<file path="src/rtl/v_chunk_fifo_pkg.sv">
// Shared mlops definitions: element and chunk defaults plus sizing helpers.
package v_chunk_fifo_pkg;

  localparam int unsigned NBitsDefault       = 8;
  localparam int unsigned WorkingRegsDefault = 4;

  typedef logic signed [WorkingRegsDefault-1:0][NBitsDefault-1:0] chunk_t;

  function automatic int unsigned ceil_div(input int unsigned num, input int unsigned den);
    return (num + den - 1) / den;
  endfunction

endpackage

</file>
<file path="src/rtl/v_chunk_fifo_if.sv">
// Producer/consumer handshake bundle of the chunk FIFO.
interface v_chunk_fifo_if #(
  parameter int unsigned NBits       = 8,
  parameter int unsigned WorkingRegs = 4,
  parameter int unsigned Depth       = 8
);
  localparam int unsigned CntW = $clog2(Depth) + 1;

  logic                                   flush_in;
  logic                                   wr_valid_in;
  logic signed [WorkingRegs-1:0][NBits-1:0] wr_data_in;
  logic                                   wr_ready_out;
  logic                                   rd_req_in;
  logic signed [WorkingRegs-1:0][NBits-1:0] rd_data_out;
  logic                                   rd_ready_out;
  logic                                   rd_last_out;
  logic [CntW-1:0]                        count_out;
  logic                                   overflow_out;
  logic                                   underflow_out;

  modport master (
    output flush_in, wr_valid_in, wr_data_in, rd_req_in,
    input  wr_ready_out, rd_data_out, rd_ready_out, rd_last_out, count_out,
           overflow_out, underflow_out
  );

  modport slave (
    input  flush_in, wr_valid_in, wr_data_in, rd_req_in,
    output wr_ready_out, rd_data_out, rd_ready_out, rd_last_out, count_out,
           overflow_out, underflow_out
  );

endinterface

</file>
<file path="src/rtl/v_chunk_fifo.sv">
// First-word-fall-through chunk FIFO with end-of-vector tagging and sticky
// overflow/underflow flags.
module v_chunk_fifo
  import v_chunk_fifo_pkg::*;
#(
  parameter int unsigned NBits       = NBitsDefault,
  parameter int unsigned WorkingRegs = WorkingRegsDefault,
  parameter int unsigned InVecLength = 16,
  parameter int unsigned Depth       = 8
) (
  input logic           clk_in,
  input logic           rst_in,
  v_chunk_fifo_if.slave bus
);

  localparam int unsigned ChunksPerVec = ceil_div(InVecLength, WorkingRegs);
  localparam int unsigned WcW          = (ChunksPerVec > 1) ? $clog2(ChunksPerVec) : 1;
  localparam int unsigned PtrW         = $clog2(Depth);
  localparam int unsigned CntW         = PtrW + 1;

  typedef logic signed [WorkingRegs-1:0][NBits-1:0] chunk_w_t;

  chunk_w_t        r_mem_data [Depth];
  logic            r_mem_last [Depth];
  logic [PtrW-1:0] r_wr_ptr;
  logic [PtrW-1:0] r_rd_ptr;
  logic [CntW-1:0] r_count;
  logic [WcW-1:0]  r_wc;
  logic            r_overflow;
  logic            r_underflow;

  logic w_full;
  logic w_empty;
  logic w_push;
  logic w_pop;
  logic w_wc_last;

  assign w_full    = (r_count == CntW'(Depth));
  assign w_empty   = (r_count == '0);
  // Accept decisions use start-of-cycle occupancy only; no pass-through or bypass.
  assign w_push    = bus.wr_valid_in && !w_full && !bus.flush_in;
  assign w_pop     = bus.rd_req_in && !w_empty && !bus.flush_in;
  assign w_wc_last = (r_wc == WcW'(ChunksPerVec - 1));

  always_ff @(posedge clk_in) begin
    if (w_push) begin
      r_mem_data[r_wr_ptr] <= bus.wr_data_in;
      r_mem_last[r_wr_ptr] <= w_wc_last;
    end
  end

  always_ff @(posedge clk_in or negedge rst_in) begin
    if (!rst_in) begin
      r_wr_ptr    <= '0;
      r_rd_ptr    <= '0;
      r_count     <= '0;
      r_wc        <= '0;
      r_overflow  <= 1'b0;
      r_underflow <= 1'b0;
    end else if (bus.flush_in) begin
      r_wr_ptr    <= '0;
      r_rd_ptr    <= '0;
      r_count     <= '0;
      r_wc        <= '0;
      r_overflow  <= 1'b0;
      r_underflow <= 1'b0;
    end else begin
      if (w_push) begin
        r_wr_ptr <= r_wr_ptr + PtrW'(1);
        r_wc     <= w_wc_last ? '0 : r_wc + WcW'(1);
      end
      if (w_pop) begin
        r_rd_ptr <= r_rd_ptr + PtrW'(1);
      end
      case ({w_push, w_pop})
        2'b10:   r_count <= r_count + CntW'(1);
        2'b01:   r_count <= r_count - CntW'(1);
        default: r_count <= r_count;
      endcase
      if (bus.wr_valid_in && w_full) r_overflow <= 1'b1;
      if (bus.rd_req_in && w_empty) r_underflow <= 1'b1;
    end
  end

  assign bus.wr_ready_out  = !w_full;
  assign bus.rd_ready_out  = !w_empty;
  assign bus.rd_data_out   = w_empty ? '0 : r_mem_data[r_rd_ptr];
  assign bus.rd_last_out   = w_empty ? 1'b0 : r_mem_last[r_rd_ptr];
  assign bus.count_out     = r_count;
  assign bus.overflow_out  = r_overflow;
  assign bus.underflow_out = r_underflow;

endmodule

</file>
<file path="src/flat_wrapper.sv">
// flat-port wrapper written by rule: the top's interface ports become plain ports
module v_chunk_fifo_flat import v_chunk_fifo_pkg::*;
#(
  parameter int unsigned NBits       = NBitsDefault,
  parameter int unsigned WorkingRegs = WorkingRegsDefault,
  parameter int unsigned InVecLength = 16,
  parameter int unsigned Depth       = 8
)
  (clk_in, rst_in, bus_flush_in, bus_wr_valid_in, bus_wr_data_in, bus_rd_req_in, bus_wr_ready_out, bus_rd_data_out, bus_rd_ready_out, bus_rd_last_out, bus_count_out, bus_overflow_out, bus_underflow_out);
  v_chunk_fifo_if #(.NBits(NBits), .WorkingRegs(WorkingRegs), .Depth(Depth)) bus_i ();
  input logic clk_in;
  input logic rst_in;
  input wire logic [$bits(bus_i.flush_in)-1:0] bus_flush_in;
  input wire logic [$bits(bus_i.wr_valid_in)-1:0] bus_wr_valid_in;
  input wire logic [$bits(bus_i.wr_data_in)-1:0] bus_wr_data_in;
  input wire logic [$bits(bus_i.rd_req_in)-1:0] bus_rd_req_in;
  output wire logic [$bits(bus_i.wr_ready_out)-1:0] bus_wr_ready_out;
  output wire logic [$bits(bus_i.rd_data_out)-1:0] bus_rd_data_out;
  output wire logic [$bits(bus_i.rd_ready_out)-1:0] bus_rd_ready_out;
  output wire logic [$bits(bus_i.rd_last_out)-1:0] bus_rd_last_out;
  output wire logic [$bits(bus_i.count_out)-1:0] bus_count_out;
  output wire logic [$bits(bus_i.overflow_out)-1:0] bus_overflow_out;
  output wire logic [$bits(bus_i.underflow_out)-1:0] bus_underflow_out;
  assign bus_i.flush_in = bus_flush_in;
  assign bus_i.wr_valid_in = bus_wr_valid_in;
  assign bus_i.wr_data_in = bus_wr_data_in;
  assign bus_i.rd_req_in = bus_rd_req_in;
  assign bus_wr_ready_out = bus_i.wr_ready_out;
  assign bus_rd_data_out = bus_i.rd_data_out;
  assign bus_rd_ready_out = bus_i.rd_ready_out;
  assign bus_rd_last_out = bus_i.rd_last_out;
  assign bus_count_out = bus_i.count_out;
  assign bus_overflow_out = bus_i.overflow_out;
  assign bus_underflow_out = bus_i.underflow_out;
  v_chunk_fifo #(.NBits(NBits), .WorkingRegs(WorkingRegs), .InVecLength(InVecLength), .Depth(Depth)) u_core (.clk_in(clk_in), .rst_in(rst_in), .bus(bus_i));
endmodule
</file>
<file path="config.mk">
export PLATFORM = sky130hd
export DESIGN_NAME = v_chunk_fifo_flat
export DESIGN_NICKNAME = d
export VERILOG_FILES = /design/src/rtl/v_chunk_fifo_pkg.sv /design/src/rtl/v_chunk_fifo_if.sv /design/src/rtl/v_chunk_fifo.sv /design/src/flat_wrapper.sv
export SDC_FILE = /design/constraint.sdc
export NUM_CORES = 1
export LEC_CHECK = 0
export BUFFER_PORTS_ARGS = -buffer_cell sky130_fd_sc_hd__buf_2
export CORE_ASPECT_RATIO = 0.9
export CORE_MARGIN = 2
export CORE_UTILIZATION = 64
export DETAILED_ROUTE_END_ITERATION = 10
export GPL_TIMING_DRIVEN = 0
export PLACE_DENSITY = 0.95
export SLEW_MARGIN = 40
export SYNTH_ARGS = -nofsm -noshare
export SYNTH_HDL_FRONTEND = slang
export SYNTH_SLANG_ARGS = --single-unit
</file>
<file path="constraint.sdc">
create_clock -name clk_in -period 6.95 [get_ports clk_in]
set_clock_uncertainty 0.2 [all_clocks]
set_input_delay 1.39 -clock clk_in [delete_from_list [all_inputs] [get_ports clk_in]]
set_output_delay 1.39 -clock clk_in [all_outputs]
set_load 0.01 [all_outputs]
</file>
After elaboration in Yosys (flattened, before gate mapping)
Memory sizes are Yosys's and may differ from the RTL's.
Index checks and enable logic that the tools add are counted.
{"block": "classes", "addsub": 5, "n_eq_ne": 4, "muxes": 17, "reduce_logical": 15}
{"cell": "32-bit two-way mux", "count": 1}
{"cell": "3-bit two-way mux", "count": 4}
{"cell": "4-bit case mux with 2 select lines", "count": 1}
{"cell": "2-bit nonzero test", "count": 4}
{"cell": "1-bit two-way mux", "count": 7}
{"cell": "3-bit by 1-bit adder with 3-bit output (second input constant)", "count": 2}
{"cell": "1-bit logical AND", "count": 6}
{"cell": "2-bit two-way mux", "count": 3}
{"cell": "4-bit by 1-bit adder with 4-bit output (second input constant)", "count": 1}
{"cell": "2-bit equality test (second input constant)", "count": 2}
{"cell": "4-bit equality test (second input constant)", "count": 1}
{"cell": "4-bit logical NOT", "count": 1}
{"cell": "4-bit two-way mux", "count": 1}
{"cell": "4-bit by 1-bit subtractor with 4-bit output (second input constant)", "count": 1}
{"cell": "1-bit logical NOT", "count": 3}
{"cell": "3-bit nonzero test", "count": 1}
{"cell": "2-bit by 1-bit adder with 2-bit output (second input constant)", "count": 1}
{"cell": "2-bit by 1-bit equality test with 1-bit output (second input constant)", "count": 1}
{"block": "totals", "reg_bits": 14, "ramBits": 264, "in_bits": 37, "output_inout_bits": 41, "wordCells": 49, "memories": 2}
{"name": "u_core.r_mem_data", "depth": 8, "word_bits": 32, "read_ports": 1, "rd_ports_with_merged_regs": 0, "wr": 1, "line": "v_chunk_fifo.sv:23", "rtl": "chunk_w_t r_mem_data [Depth];"}
{"name": "u_core.r_mem_last", "depth": 8, "word_bits": 1, "read_ports": 1, "rd_ports_with_merged_regs": 0, "wr": 1, "line": "v_chunk_fifo.sv:24", "rtl": "logic r_mem_last [Depth];"}

Longest topological paths before layout
{"block": "logic_depth", "word_depth": 7, "ltp_mapped": 10, "ltp_nobuf": 9}

Worst setup path after synthesis
No wires, ideal clock.
{"block": "synth_path", "kind": "input to register", "start": "input port bus_flush_in", "end": "memory u_core.r_mem_data[1][0] (netlist name) (enable)", "setup_time_ps": 464, "arrival_ps": 4328, "required_ps": 6286, "path_slack_ps": 1958, "cell_stages": 3, "cell_sequence": "clkbuf_1 > or3b_2 > nor3_1"}
{"block": "synth_via", "elab_chain_len": 4}
{"item": "start, declared", "line": "flat_wrapper.sv:13", "rtl": "input wire logic [$bits(bus_i.flush_in)-1:0] bus_flush_in;"}
{"item": "1-bit logical NOT", "line": "v_chunk_fifo.sv:41", "rtl": "assign w_push = bus.wr_valid_in && !w_full && !bus.flush_in;"}
{"item": "1-bit logical AND", "line": "v_chunk_fifo.sv:41"}
{"item": "1-bit two-way mux", "line": "v_chunk_fifo.sv:46", "rtl": "if (w_push) begin"}
{"item": "1-bit two-way mux (not written as such)", "line": "v_chunk_fifo.sv:47", "rtl": "r_mem_data[r_wr_ptr] <= bus.wr_data_in;"}
{"item": "end, declared", "line": "v_chunk_fifo.sv:23"}
Every way passes these cells.

Worst setup path after layout
{"block": "layout_path", "start": "register u_core.r_rd_ptr[1]", "end": "output port bus_rd_data_out[24]"}
{"block": "layout_via", "elab_chain_len": 2}
{"item": "start, declared", "line": "v_chunk_fifo.sv:26", "rtl": "logic [PtrW-1:0] r_rd_ptr;"}
{"item": "start signal, assigned", "line": "v_chunk_fifo.sv:73", "rtl": "r_rd_ptr <= r_rd_ptr + PtrW'(1);"}
{"item": "memory 8 x 32 bit"}
{"item": "32-bit two-way mux", "line": "v_chunk_fifo.sv:87", "rtl": "assign bus.rd_data_out = w_empty ? '0 : r_mem_data[r_rd_ptr];"}
{"item": "end, declared", "line": "flat_wrapper.sv:18", "rtl": "output wire logic [$bits(bus_i.rd_data_out)-1:0] bus_rd_data_out;"}
Every way passes these cells.

==> impl_metrics.tcl <==
set metrics [dict create \
    status "finished clean" \
    setup_ws_ns 2.380 \
    postRouteAntennaNets 0 \
    n_fill_cell 846 \
    grt_usage_pct 26.81 \
    synth_nets 560 \
    place_area_um2 11890 \
    switchingPower_mw 1.183 \
    cp_data_arrival_time_ns 2.98 \
    power.share.combinational_pct 22.5 \
    post-route-util_pct 76.07 \
    end_kind "output port" \
    grt_antenna_before_repair 1 \
    r2r_cells 8 \
    rsz0062_at_grt "false" \
    dieArea_um2 18030 \
    hold_ws_ns 0.3130 \
    drv_cap 0 \
    seq_power_share_pct 45.3 \
    finalWirelength_um 23560 \
    cts_hold_buf 0 \
    p_leak_nw 4.293 \
    synth_edf_count 264 \
    drtIter0Drc 631 \
    reg2reg_setup_slack_ns 3.71 \
    cts_resized 0 \
    yosys-top-cells-area "edfxtp_1, mux4_2, dfrtp_1" \
    nets 696 \
    synth_area_leader_cell "edfxtp_1" \
    globalplace.congestion 0.7645 \
    synth_area_um2 10860 \
    finalHoldViolations 0 \
    die_h_um 127.6 \
    synthArstFlopShare_pct 5.036 \
    root_buffer "clkbuf_16" \
    swShare_pct 27.56 \
    firstDrtPassIters 5 \
    netlist.area_leader.share_pct 72.98 \
    cts_setup_buffers 0 \
    cp.required_ns 5.36 \
    fin_crit_sh_pct 65.76 \
    hold_path_class "register to register" \
    grt_max_degree 17 \
    crit_start "u_core.r_rd_ptr[1]" \
    die_w_um 141.3 \
    critical_path_class "register to output port" \
    synth_flop_cell "edfxtp_1" \
    syn_inst 518 \
    coreArea_um2 16720 \
    worst_pin_slew_ns 0.8285 \
    power_mw 4.290 \
    avgSynthCellArea_um2 20.97 \
    grt_pass1_vias 5968 \
    power_density_nw_per_um2 337.3 \
    io_pins 78 \
    stdcell_area_um2 12720 \
    clk_pin_slew_worst_paths_ns 0.06 \
    min_period_ns 4.570 \
    ys_types 36 \
    slew_violations 0 \
    relSlewSlack_pct 44.77 \
    peakVddDrop_mv 0.3236 \
    synth_most_common_cell "edfxtp_1" \
    max_freq_ghz 0.2188 \
    htreeDepth 1 \
    synthTopCellsByCount "edfxtp_1, mux4_2, nor2_1, mux2i_1, clkbuf_1" \
    clockBufferDepth 3 \
    worstSkewPairLatency_ns 0.53 \
    start_util_pct 64.96 \
    cp-endpoint "bus_rd_data_out[24]" \
    cts_made_buffers 27 \
    p_int_mw 3.108 \
    critPathLaunchType "register" \
    wire_per_inst_um 26.65 \
    grt_pass1_wl_um 34840 \
    r2r_end "u_core.bus.count_out[3]" \
    setup_violations 0 \
    cp_max_fo 10 \
    vias 5636 \
    synth_warnings 0 \
    p_clk_share_pct 32.2 \
    timing.setup.tns_ns 0 \
    clock_sinks 278 \
    area_growth_pct 17.10 \
    place_ws_ns 2.955 \
    rows 45 \
    vias_per_cell 6.376 \
    r2r-start "u_core.bus.count_out[0]" \
    placed_cells 836 \
    synth-seq-area-share_pct 76.20 \
    drive_gt1_share_pct 35.42 \
    portBuffers 75 \
    overflow 0 \
    synth-seq-cells 278 \
    post-route-drc-count 0 \
    cts_tree "yes" \
    final_cells 884 \
    hpwl_um 15320 \
]
cell type report:
type                       count  area [µm²]  area share (%)
buffer                        30       142.6           1.121
clock inverter                15       130.1           1.023
tap                          211       264.0           2.075
timing repair buffer         107       714.4           5.616
sequential                   278        8278           65.07
multi-input combinational    209        2491           19.58
inverter                       1       3.754         0.02951
clock buffer                  32       694.4           5.459
antenna                        1       2.502         0.01967
worst min-delay path by stage:
stage	from	to	slack, ns	depth (start not counted)
2_1_floorplan	u_core.r_wc[1]	u_core.r_wc[1]	0.31	2
3_3_place_gp	u_core.bus.overflow_out	u_core.bus.overflow_out	0.28	2
3_5_place_dp	u_core.bus.overflow_out	u_core.bus.overflow_out	0.29	2
4_1_cts	u_core.bus.overflow_out	u_core.bus.overflow_out	0.31	2
5_1_grt	u_core.bus.overflow_out	u_core.bus.overflow_out	0.33	2
6_report	u_core.bus.overflow_out	u_core.bus.overflow_out	0.31	2
logic make-up after synthesis:
group	Yosys count	synth area share, %
compound gates	15	1.002
xor+xnor	9	0.7256
fa+ha+maj	5	0.5759
buf+inv	31	1.325
flops	278	76.20
mux	102	17.01
simple gates	78	3.156
flip-flops by register name, indices dropped and copies added, names as in the netlist:
register                  flops
u_core.r_wc                   2
u_core.r_mem_data           256
u_core.bus.count_out          4
u_core.r_wr_ptr               3
u_core.bus.overflow_out       1
u_core.r_rd_ptr               3
u_core.bus.underflow_out      1
u_core.r_mem_last             8
power by group through the flow:
stage / Clock, mW / Sequential (mW) / Combinational (mW)
after floorplan: 0 / 1.98 / 0.610
after global placement: 0 / 1.98 / 0.901
after detailed placement: 0 / 1.98 / 0.963
after CTS: 1.39 / 1.94 / 0.972
after global routing: 1.45 / 1.95 / 1.04
final: 1.38 / 1.95 / 0.964
per-layer routing:
metal / up-vias / wire, µm / GRT usage [%] / share of wire, %
li1: 2383 / - / - / -
met1: 2892 / 8572 / 33.62 / 36
met2: 286 / 12480 / 47.14 / 53
met3: 75 / 1562 / 4.723 / 6.6
met4: 0 / 943 / 11.00 / 4.0
met5: - / 0 / 0 / 0
cells in the final DEF (no fill, tap or decap), types with 4 or more instances in the layout:
master     netlist  layout
edfxtp_1       264     264
buf_2           10      97
mux4_2          66      66
nor2_1          51      47
mux2i_1         35      35
clkbuf_16        0      27
clkbuf_1        15      20
dfrtp_1         14      14
buf_4            0      12
nand2_1          9       9
a21oi_1          6       6
clkinv_1         0       6
xnor2_1          5       5
ha_1             5       5
buf_16           0       5
xor2_1           4       4
nor2_4           0       4
nor3_2           0       4
clkinv_2         0       4
worst max-delay path, stage by stage, from the launching register on:
cell      delay [ns]
dfrtp_1         0.46
buf_1           0.50
clkbuf_1        0.62
mux4_2          0.44
mux2i_1         0.17
nor2_1          0.08
buf_2           0.18
Power figures use the tool's default switching activity.
